File: src/rtl/regfile_responder_pkg.sv
// ============================================================================
// Module : regfile_responder_pkg
// Brief  : Shared constants and state encoding for the register-file responder.
// Rev    : 1.0
// ============================================================================
`default_nettype none

package regfile_responder_pkg;

    localparam int c_DATA_W  = 32;
    localparam int c_ADDR_W  = 5;
    localparam int c_STATE_W = 1;

    typedef enum logic [c_STATE_W-1:0] {
        IDLE  = 1'b0,
        CLEAR = 1'b1
    } state_t;

endpackage : regfile_responder_pkg

`default_nettype wire

File: src/rtl/regfile_responder_if.sv
// ============================================================================
// Module : regfile_responder_if
// Brief  : Request/response handshake bundle between a requester and the responder.
// Rev    : 1.0
// ============================================================================
`default_nettype none

interface regfile_responder_if
    import regfile_responder_pkg::*;
#(
    parameter int DATA_W = c_DATA_W,
    parameter int ADDR_W = c_ADDR_W
);

    logic              req_valid;
    logic              req_ready;
    logic              req_write;
    logic [ADDR_W-1:0] req_addrA;
    logic [ADDR_W-1:0] req_addrB;
    logic [DATA_W-1:0] req_data;
    logic              clear_start;
    logic              resp_valid;
    logic              resp_ready;
    logic              resp_write;
    logic [DATA_W-1:0] resp_dataA;
    logic [DATA_W-1:0] resp_dataB;
    logic              busy;

    modport master (
        output req_valid, req_write, req_addrA, req_addrB, req_data,
               clear_start, resp_ready,
        input  req_ready, resp_valid, resp_write, resp_dataA, resp_dataB, busy
    );

    modport slave (
        input  req_valid, req_write, req_addrA, req_addrB, req_data,
               clear_start, resp_ready,
        output req_ready, resp_valid, resp_write, resp_dataA, resp_dataB, busy
    );

endinterface : regfile_responder_if

`default_nettype wire

File: src/rtl/regfile_array.sv
// ============================================================================
// Module : regfile_array
// Brief  : Register storage, one write port (clear sweep wins) and two async reads.
// Rev    : 1.0
// ============================================================================
`default_nettype none

module regfile_array
    import regfile_responder_pkg::*;
#(
    parameter int DATA_W    = c_DATA_W,
    parameter int ADDR_W    = c_ADDR_W,
    parameter int ZERO_REG0 = 1
) (
    input  wire logic              clock,
    input  wire logic              ctrl_reset,
    input  wire logic              i_reqWe,
    input  wire logic [ADDR_W-1:0] i_reqAddr,
    input  wire logic [DATA_W-1:0] i_reqData,
    input  wire logic              i_clrWe,
    input  wire logic [ADDR_W-1:0] i_clrAddr,
    input  wire logic [ADDR_W-1:0] i_rdAddrA,
    input  wire logic [ADDR_W-1:0] i_rdAddrB,
    output logic      [DATA_W-1:0] o_rdDataA,
    output logic      [DATA_W-1:0] o_rdDataB
);

    localparam int c_DEPTH = 2 ** ADDR_W;

    logic              w_we;
    logic [ADDR_W-1:0] w_wAddr;
    logic [DATA_W-1:0] w_wData;
    logic [DATA_W-1:0] w_regs [c_DEPTH];

    always_comb begin
        w_we    = i_clrWe | i_reqWe;
        w_wAddr = i_clrWe ? i_clrAddr : i_reqAddr;
        w_wData = i_clrWe ? '0 : i_reqData;
    end

    for (genvar gi = 0; gi < c_DEPTH; gi++) begin : g_reg
        if (ZERO_REG0 != 0 && gi == 0) begin : g_zero
            assign w_regs[gi] = '0;
        end else begin : g_store
            logic [DATA_W-1:0] r_q;
            always_ff @(posedge clock or negedge ctrl_reset) begin
                if (!ctrl_reset) begin
                    r_q <= '0;
                end else if (w_we && (w_wAddr == ADDR_W'(gi))) begin
                    r_q <= w_wData;
                end
            end
            assign w_regs[gi] = r_q;
        end
    end

    assign o_rdDataA = w_regs[i_rdAddrA];
    assign o_rdDataB = w_regs[i_rdAddrB];

endmodule : regfile_array

`default_nettype wire

File: src/rtl/regfile_responder.sv
// ============================================================================
// Module : regfile_responder
// Brief  : Latency-1 register-file request/response engine with a clear sweep.
// Rev    : 1.0
// ============================================================================
`default_nettype none

module regfile_responder
    import regfile_responder_pkg::*;
#(
    parameter int DATA_W    = c_DATA_W,
    parameter int ADDR_W    = c_ADDR_W,
    parameter int ZERO_REG0 = 1
) (
    input wire logic      clock,
    input wire logic      ctrl_reset,
    regfile_responder_if.slave bus
);

    localparam logic [ADDR_W-1:0] c_LAST_IDX = '1;

    state_t            r_state;
    state_t            w_nextState;
    logic [ADDR_W-1:0] r_clrIdx;
    logic [ADDR_W-1:0] w_nextClrIdx;
    logic              w_clrWe;
    logic              w_respFree;
    logic              w_reqReady;
    logic              w_accept;
    logic              r_respValid;
    logic              r_respWrite;
    logic [DATA_W-1:0] r_respDataA;
    logic [DATA_W-1:0] r_respDataB;
    logic [DATA_W-1:0] w_rdDataA;
    logic [DATA_W-1:0] w_rdDataB;

    always_comb begin
        w_nextState  = r_state;
        w_nextClrIdx = r_clrIdx;
        w_clrWe      = 1'b0;
        w_reqReady   = 1'b0;
        w_accept     = 1'b0;
        w_respFree   = !r_respValid || bus.resp_ready;
        case (r_state)
            IDLE: begin
                // clear_start outranks a same-cycle request
                w_reqReady = ctrl_reset && w_respFree && !bus.clear_start;
                w_accept   = w_reqReady && bus.req_valid;
                if (bus.clear_start && w_respFree) begin
                    w_nextState  = CLEAR;
                    w_nextClrIdx = '0;
                end
            end
            CLEAR: begin
                w_clrWe = 1'b1;
                if (r_clrIdx == c_LAST_IDX) begin
                    w_nextState  = IDLE;
                    w_nextClrIdx = '0;
                end else begin
                    w_nextClrIdx = r_clrIdx + ADDR_W'(1);
                end
            end
            default: begin
                w_nextState  = IDLE;
                w_nextClrIdx = '0;
            end
        endcase
    end

    always_ff @(posedge clock or negedge ctrl_reset) begin
        if (!ctrl_reset) begin
            r_state  <= IDLE;
            r_clrIdx <= '0;
        end else begin
            r_state  <= w_nextState;
            r_clrIdx <= w_nextClrIdx;
        end
    end

    always_ff @(posedge clock or negedge ctrl_reset) begin
        if (!ctrl_reset) begin
            r_respValid <= 1'b0;
            r_respWrite <= 1'b0;
            r_respDataA <= '0;
            r_respDataB <= '0;
        end else if (w_accept) begin
            r_respValid <= 1'b1;
            r_respWrite <= bus.req_write;
            r_respDataA <= bus.req_write ? bus.req_data : w_rdDataA;
            r_respDataB <= bus.req_write ? '0 : w_rdDataB;
        end else if (bus.resp_ready) begin
            r_respValid <= 1'b0;
        end
    end

    regfile_array #(
        .DATA_W    (DATA_W),
        .ADDR_W    (ADDR_W),
        .ZERO_REG0 (ZERO_REG0)
    ) u_array (
        .clock      (clock),
        .ctrl_reset (ctrl_reset),
        .i_reqWe    (w_accept && bus.req_write),
        .i_reqAddr  (bus.req_addrA),
        .i_reqData  (bus.req_data),
        .i_clrWe    (w_clrWe),
        .i_clrAddr  (r_clrIdx),
        .i_rdAddrA  (bus.req_addrA),
        .i_rdAddrB  (bus.req_addrB),
        .o_rdDataA  (w_rdDataA),
        .o_rdDataB  (w_rdDataB)
    );

    assign bus.req_ready  = w_reqReady;
    assign bus.resp_valid = r_respValid;
    assign bus.resp_write = r_respWrite;
    assign bus.resp_dataA = r_respDataA;
    assign bus.resp_dataB = r_respDataB;
    assign bus.busy       = (r_state == CLEAR);

endmodule : regfile_responder

`default_nettype wire

File: src/flat_wrapper.sv
// flat-port wrapper written by rule: the top's interface ports become plain ports
module regfile_responder_flat import regfile_responder_pkg::*;
#(
    parameter int DATA_W    = c_DATA_W,
    parameter int ADDR_W    = c_ADDR_W,
    parameter int ZERO_REG0 = 1
)
  (clock, ctrl_reset, bus_req_valid, bus_req_write, bus_req_addrA, bus_req_addrB, bus_req_data, bus_clear_start, bus_resp_ready, bus_req_ready, bus_resp_valid, bus_resp_write, bus_resp_dataA, bus_resp_dataB, bus_busy);
  regfile_responder_if #(.DATA_W(DATA_W), .ADDR_W(ADDR_W)) bus_i ();
  input wire logic clock;
  input wire logic ctrl_reset;
  input wire logic [$bits(bus_i.req_valid)-1:0] bus_req_valid;
  input wire logic [$bits(bus_i.req_write)-1:0] bus_req_write;
  input wire logic [$bits(bus_i.req_addrA)-1:0] bus_req_addrA;
  input wire logic [$bits(bus_i.req_addrB)-1:0] bus_req_addrB;
  input wire logic [$bits(bus_i.req_data)-1:0] bus_req_data;
  input wire logic [$bits(bus_i.clear_start)-1:0] bus_clear_start;
  input wire logic [$bits(bus_i.resp_ready)-1:0] bus_resp_ready;
  output wire logic [$bits(bus_i.req_ready)-1:0] bus_req_ready;
  output wire logic [$bits(bus_i.resp_valid)-1:0] bus_resp_valid;
  output wire logic [$bits(bus_i.resp_write)-1:0] bus_resp_write;
  output wire logic [$bits(bus_i.resp_dataA)-1:0] bus_resp_dataA;
  output wire logic [$bits(bus_i.resp_dataB)-1:0] bus_resp_dataB;
  output wire logic [$bits(bus_i.busy)-1:0] bus_busy;
  assign bus_i.req_valid = bus_req_valid;
  assign bus_i.req_write = bus_req_write;
  assign bus_i.req_addrA = bus_req_addrA;
  assign bus_i.req_addrB = bus_req_addrB;
  assign bus_i.req_data = bus_req_data;
  assign bus_i.clear_start = bus_clear_start;
  assign bus_i.resp_ready = bus_resp_ready;
  assign bus_req_ready = bus_i.req_ready;
  assign bus_resp_valid = bus_i.resp_valid;
  assign bus_resp_write = bus_i.resp_write;
  assign bus_resp_dataA = bus_i.resp_dataA;
  assign bus_resp_dataB = bus_i.resp_dataB;
  assign bus_busy = bus_i.busy;
  regfile_responder #(.DATA_W(DATA_W), .ADDR_W(ADDR_W), .ZERO_REG0(ZERO_REG0)) u_core (.clock(clock), .ctrl_reset(ctrl_reset), .bus(bus_i));
endmodule
File: config.mk
export PLATFORM = sky130hd
export DESIGN_NAME = regfile_responder_flat
export DESIGN_NICKNAME = d
export VERILOG_FILES = /design/src/rtl/regfile_responder_pkg.sv /design/src/rtl/regfile_responder_if.sv /design/src/rtl/regfile_array.sv /design/src/rtl/regfile_responder.sv /design/src/flat_wrapper.sv
export SDC_FILE = /design/constraint.sdc
export NUM_CORES = 2
export LEC_CHECK = 0
export CAP_MARGIN = 20
export CORE_ASPECT_RATIO = 1.2
export CORE_MARGIN = 3
export CORE_UTILIZATION = 25
export CTS_BUF_LIST = sky130_fd_sc_hd__clkbuf_8
export DETAILED_ROUTE_END_ITERATION = 7
export RECOVER_POWER = 100
export SETUP_SLACK_MARGIN = 0.15
export SLEW_MARGIN = 20
export SYNTH_ARGS = -nofsm -noshare
export SYNTH_HDL_FRONTEND = slang
export SYNTH_SLANG_ARGS = --single-unit
File: constraint.sdc
create_clock -name clock -period 2.25 [get_ports clock]
set_clock_uncertainty 0.15 [all_clocks]
set_input_delay 0.5625 -clock clock [delete_from_list [all_inputs] [get_ports clock]]
set_output_delay 0.5625 -clock clock [all_outputs]
set_load 0.03 [all_outputs]
Word-level counts from Yosys, hierarchy flattened

Index checks and enable logic that the tools add are counted.

Register bits: 1,064
Bits of input ports: 48
Output and inout port bits: 68
Word-level logic and storage cells: 138

$add $sub $neg: 1
$lt $le $gt $ge: 2
Equal/unequal tests: 33
Multiplexer cells: 21
Bitwise logic cells: 4
Reductions and logical operators: 40

Operator list:

| operator              | count |
|---|---|
| $bmux W32 S5          | 2 |
| $mux W32              | 7 |
| $eq A5 B5 Y1 const B  | 17 |
| $eq A5 B4 Y1 const B  | 8 |
| $logic_and A1 B1 Y1   | 36 |
| $eq A5 B3 Y1 const B  | 4 |
| $mux W5               | 3 |
| $ge A6 B6 Y1 const B  | 2 |
| $not A5 Y6            | 2 |
| $eq A5 B2 Y1 const B  | 2 |
| $pmux W5 S2           | 1 |
| $mux W1               | 7 |
| $add A5 B1 Y5 const B | 1 |
| $eq A5 B1 Y1 const B  | 1 |
| $logic_not A1 Y1      | 2 |
| $ne A2 B1 Y1 const B  | 1 |
| $pmux W1 S2           | 1 |
| $reduce_bool A2 Y1    | 1 |
| $logic_or A1 B1 Y1    | 1 |
| $not A1 Y1            | 1 |
| $or A1 B1 Y1          | 1 |

Logic depth before layout (Yosys ltp)

Depth after elaboration: 9
Depth in mapped cells: 9
Gate-level depth less buffers: 5

By module

Synthesis repeated with hierarchy kept, for this count alone.

Cell total of the unflattened synthesis: 3,958
Area total of the unflattened synthesis: 59,671.0 um^2

By module, submodules not included:

| module            | times used | cells an instance | area an instance (um^2) | seq. area each (um^2) |
|---|---|---|---|---|
| regfile_array     | 1          | 3,677             | 56,196.4                | 24,823.8 |
| regfile_responder | 1          | 281               | 3,474.6                 | 1,801.7 |

Least setup slack after synthesis

OpenSTA, ideal clock, no wires.

Path type: input to register
Start point: input bus_req_addrA[1]
End point: register u_core.r_respDataA[31] (netlist: u_core.bus.resp_dataA[31])
Library setup time: 0.126 ns
Arrival time: 2.113 ns
Data required time: 1.974 ns
Setup slack: -0.139 ns
Stages: 7
Path buffers: 2
Path through: buf_4 -> clkbuf_1 -> mux4_2 -> nand2_1 -> o21ai_0 -> a221o_1 -> a221o_1

Word-level cells in the longest chain between the ends: 5

RTL lines:

| item                                         | RTL line                | RTL |
|---|---|---|
| start, declared                              | flat_wrapper.sv:14      | `input wire logic [$bits(bus_i.req_addrA)-1:0] bus_req_addrA;` |
| $not A5 Y6 (implied by the code)             | regfile_array.sv:57     | `assign o_rdDataA = w_regs[i_rdAddrA];` |
| $bmux W32 S5                                 | regfile_array.sv:57     |  |
| $mux W32 (implied by the code) (2 in series) | regfile_array.sv:57     |  |
| $mux W32                                     | regfile_responder.sv:89 | `r_respDataA <= bus.req_write ? bus.req_data : w_rdDataA;` |
| end signal, assigned                         | regfile_responder.sv:89 |  |
| end, declared                                | regfile_responder.sv:32 | `logic [DATA_W-1:0] r_respDataA;` |

No other way between the ends. The select of a mux whose other input is x is not followed.
A chain may end at the register's enable or synchronous reset.

Worst setup path after layout

Start point: register u_core.r_state (netlist: u_core.bus.busy)
End point: register u_core.u_array.g_reg[13].g_store.r_q[9]

Word-level cells in the longest chain between the ends: 4
Elaborated cells on any way between the ends: 8
Those cells by class: eq/ne (1); mux (4); bitwise (1); reduce/logical (2)

RTL lines:

| item                                           | RTL line                                      | RTL |
|---|---|---|
| start, declared                                | regfile_responder.sv:22                       | `state_t r_state;` |
| start signal, assigned                         | regfile_responder.sv:75                       | `r_state <= w_nextState;` |
| $mux W1                                        | regfile_responder.sv:44                       | `case (r_state)` |
| $mux W5 or $logic_and A1 B1 Y1 (tied branches) | regfile_array.sv:37, regfile_responder.sv:103 |  |
| $eq A5 B4 Y1 or $or A1 B1 Y1 (tied branches)   | regfile_array.sv:49, regfile_array.sv:36      |  |
| $logic_and A1 B1 Y1                            | regfile_array.sv:49                           | `end else if (w_we && (w_wAddr == ADDR_W'(gi))) begin` |
| end signal, assigned                           | regfile_array.sv:50                           | `r_q <= w_wData;` |
| end, declared                                  | regfile_array.sv:45                           | `logic [DATA_W-1:0] r_q;` |

Parallel ways exist; a longest one is shown, timed or not.

==> flow_summary.yaml <==
final_layout:
  drive_above_1_share_pct: 30.2
  fill_cells: 21300
  nets: 5378
  instances_no_fill: 8320
  design_area_sq_um: 73500
  area_growth_pct: 33.6
  final_core_util_pct: 33.8
timing:
  tightest_slew_ps: 1420
  fin_crit_ps: 2630
  setup_viol: 1164
  finalCritPeriodShare_pct: 117
  rsz0062_at_grt: "true"
  final_hold_viol_count: 0
  setup_tns_ps: -246490
  maxSlewViolCount: 0
  setup_slack_ps: -382
  max-slew-margin-rel_pct: 5.48
  whs_ps: 164
  fmax_ghz: 0.380
setup_path:
  cp-start-kind: "flop"
  worstSetupPathType: "flop to flop"
  endpoint_kind: "flop"
  required_ps: 2910
  path_max_fanout: 6
  worstPathArrival_ps: 3290
clock_network:
  htree_levels: 4
  clock-sinks: 1064
  clk_latency_ps: 990
  clockRootBuffer: "clkbuf_8"
  cts.reportedPaths.clkPinSlew_ps: 60
  cts_tree: "yes"
  cts_buffer_depth: 3
  cts_buffers: 179
power_and_ir_drop:
  peakVddDrop_v: 0.000855
  p_leak_nw: 33.3
  p_total_mw: 61.0
  pwr_density_cell_nw_per_um2: 830
route:
  drtAntennaViolNets: 0
  vias: 51200
  drt_iter0_drc: 7042
  wl_mm: 282
  via_per_inst: 6.15
  drc: 0
  post_drt_wl_per_cell_um: 33.9
  drt_first_pass_iters: 6
yosys:
  synth_ff_type: "dfrtp_1"
  synth_edf_count: 0
  syn-num-nets: 4693
  ys_warn_count: 0
  synth_area_leaders: "dfrtp_1, a22o_1, mux2i_1"
  synthArstFlopShare_pct: 100
  ys_ff_latch: 1064
  syn_avg_cell_area_sq_um: 11.8
  syn_inst: 4643
  synth_commonest_cells: "dfrtp_1, a22o_1, mux2i_1"
  ys_seq_area_share_pct: 48.4
  syn_area_sq_um: 55000
  yosysMostFrequentCell: "dfrtp_1"
  synth_top_area_share_pct: 48.4
  ys_types: 55
  yosysTopAreaCell: "dfrtp_1"
run:
  max_cap_viol_count: 0
min_path:
  worstHoldPathType: "primary input to flop"
placed_design:
  placed_cells: 7820
  dp_slack_ps: -822
  gp_congestion: 0.939
  place.port_buffers: 115
  dp_hpwl_mm: 172
  dpl_cell_area_sq_um: 65700
global_route:
  grt_max_degree: 176
  grt_pass1_wl_mm: 385
  grt_antenna_before_repair: 16
  grt_pass1_vias: 50600
  track_usage_pct: 23.6
  grt-ovfl-total: 0
die:
  die-area_sq_um: 226000
  ios: 116
  start_util_pct: 25.3
  num_rows: 187
  die_w_um: 434
  die_y_um: 520
  coreArea_sq_um: 218000
run_status:
  status: "complete, but fails checks"
  violations: "negative setup slack"
==> state kept, by name, summed over array words and instances (netlist names) <==
| signal | cells |
|---|---|
| u_core.u_array.g.g_store.r_q | 992 |
| u_core.bus.resp_dataA | 32 |
| u_core.bus.resp_dataB | 32 |
| u_core.r_clrIdx | 5 |
| u_core.bus.busy | 1 |
| u_core.bus.resp_valid | 1 |
| u_core.bus.resp_write | 1 |
==> final cells by class <==
class / count / area (sq um) / share of cell area [%]
timing repair buffer: 1011 / 12500 / 17.1
clock buffer: 229 / 3150 / 4.29
clock inverter: 99 / 632 / 0.860
inverter: 6 / 23.8 / 0.0324
multi-input combinational: 3066 / 26900 / 36.6
antenna: 10 / 25.0 / 0.0341
sequential: 1064 / 26700 / 36.3
tap: 2835 / 3550 / 4.83
==> timing repair <==
action,4_1_cts,5_1_grt
pin swaps,32,47
gates resized for setup,589,79
setup buffers,68,23
endpoints found under the hold margin,29,0
setup endpoints to repair,1112,1116
gates cloned,36,33
hold buffers,2,0
==> placed cells by master, fill, tap and decap left out, types with 14 or more instances in the layout <==
master           instances
nand2b_1                32
a221oi_1                63
buf_8                   23
mux2_2                  92
a21oi_1                 49
clkbuf_8               231
a311oi_1                26
nand2_2                 14
nor2b_1                 39
o41ai_1                 25
nand2_8                 23
nor2_1                  70
a22o_1                 997
mux4_2                 118
buf_12                 231
inv_1                   59
clkbuf_16               25
a221o_1                 31
o22ai_1                251
nor2_2                  64
dfrtp_1               1036
nor3_1                 165
o21ai_0                 32
a211oi_1                15
clkinv_2                27
buf_4                  524
o21ai_1                 16
nor2_4                  27
nand2_1                140
dfrtp_2                 28
buf_16                  45
buf_6                  112
o221ai_1                16
or3_1                   16
mux2i_1                626
a22oi_1                 44
clkdlybuf4s50_1         36
==> final timing paths <==
kind	startpoint	endpoint	slack [ps]	cells after the start
worst max-delay path	u_core.bus.busy	u_core.u_array.g_reg[13].g_store.r_q[9]	-380	12
worst min-delay path	bus_resp_ready	u_core.bus.resp_valid	160	3
worst max register to register	u_core.bus.busy	u_core.u_array.g_reg[13].g_store.r_q[9]	-380	12
worst min register to register	u_core.bus.resp_dataB[9]	u_core.bus.resp_dataB[9]	350	2
max in group asynchronous	ctrl_reset	u_core.bus.resp_dataB[7]	-170	4
min in group asynchronous	ctrl_reset	u_core.u_array.g_reg[31].g_store.r_q[0]	780	4
==> critical path, stage by stage (launching register included) <==
cell and delay (ps):
dfrtp_2 430, nor2b_4 130, buf_4 120, nand4_1 130, buf_6 170, buf_4 130, o32ai_4 230, buf_12 180
buf_8 110, buf_6 120, nand2_8 130, clkbuf_16 240, a22o_1 190
==> power breakdown <==
group	internal [mW]	switching, mW
combinational	8.32	13.0
clock	9.51	9.06
sequential	19.9	1.13
==> cell families (layout without fill, tap and decap cells) <==
family	count (synthesis)	count (layout)	synth area share [%]
other	0	10	0
buffers and inverters	513	1345	4.37
and+or+nand+nor	629	629	5.41
muxes	838	838	18.2
adders and majority gates	2	2	0.0455
xor gates and xnor gates	2	2	0.0319
AOI/OAI and AO/OA	1595	1595	23.6
DFF	1064	1064	48.4
==> metal layers <==
layer | GRT usage, % | up-vias | wire length [um]
li1 | - | 19700 | -
met1 | 28.3 | 25900 | 98700
met2 | 34.6 | 4259 | 121000
met3 | 7.63 | 1283 | 34900
met4 | 18.6 | 18 | 27700
met5 | 0 | - | 228
No activity file was read; power rests on OpenSTA's default activity.
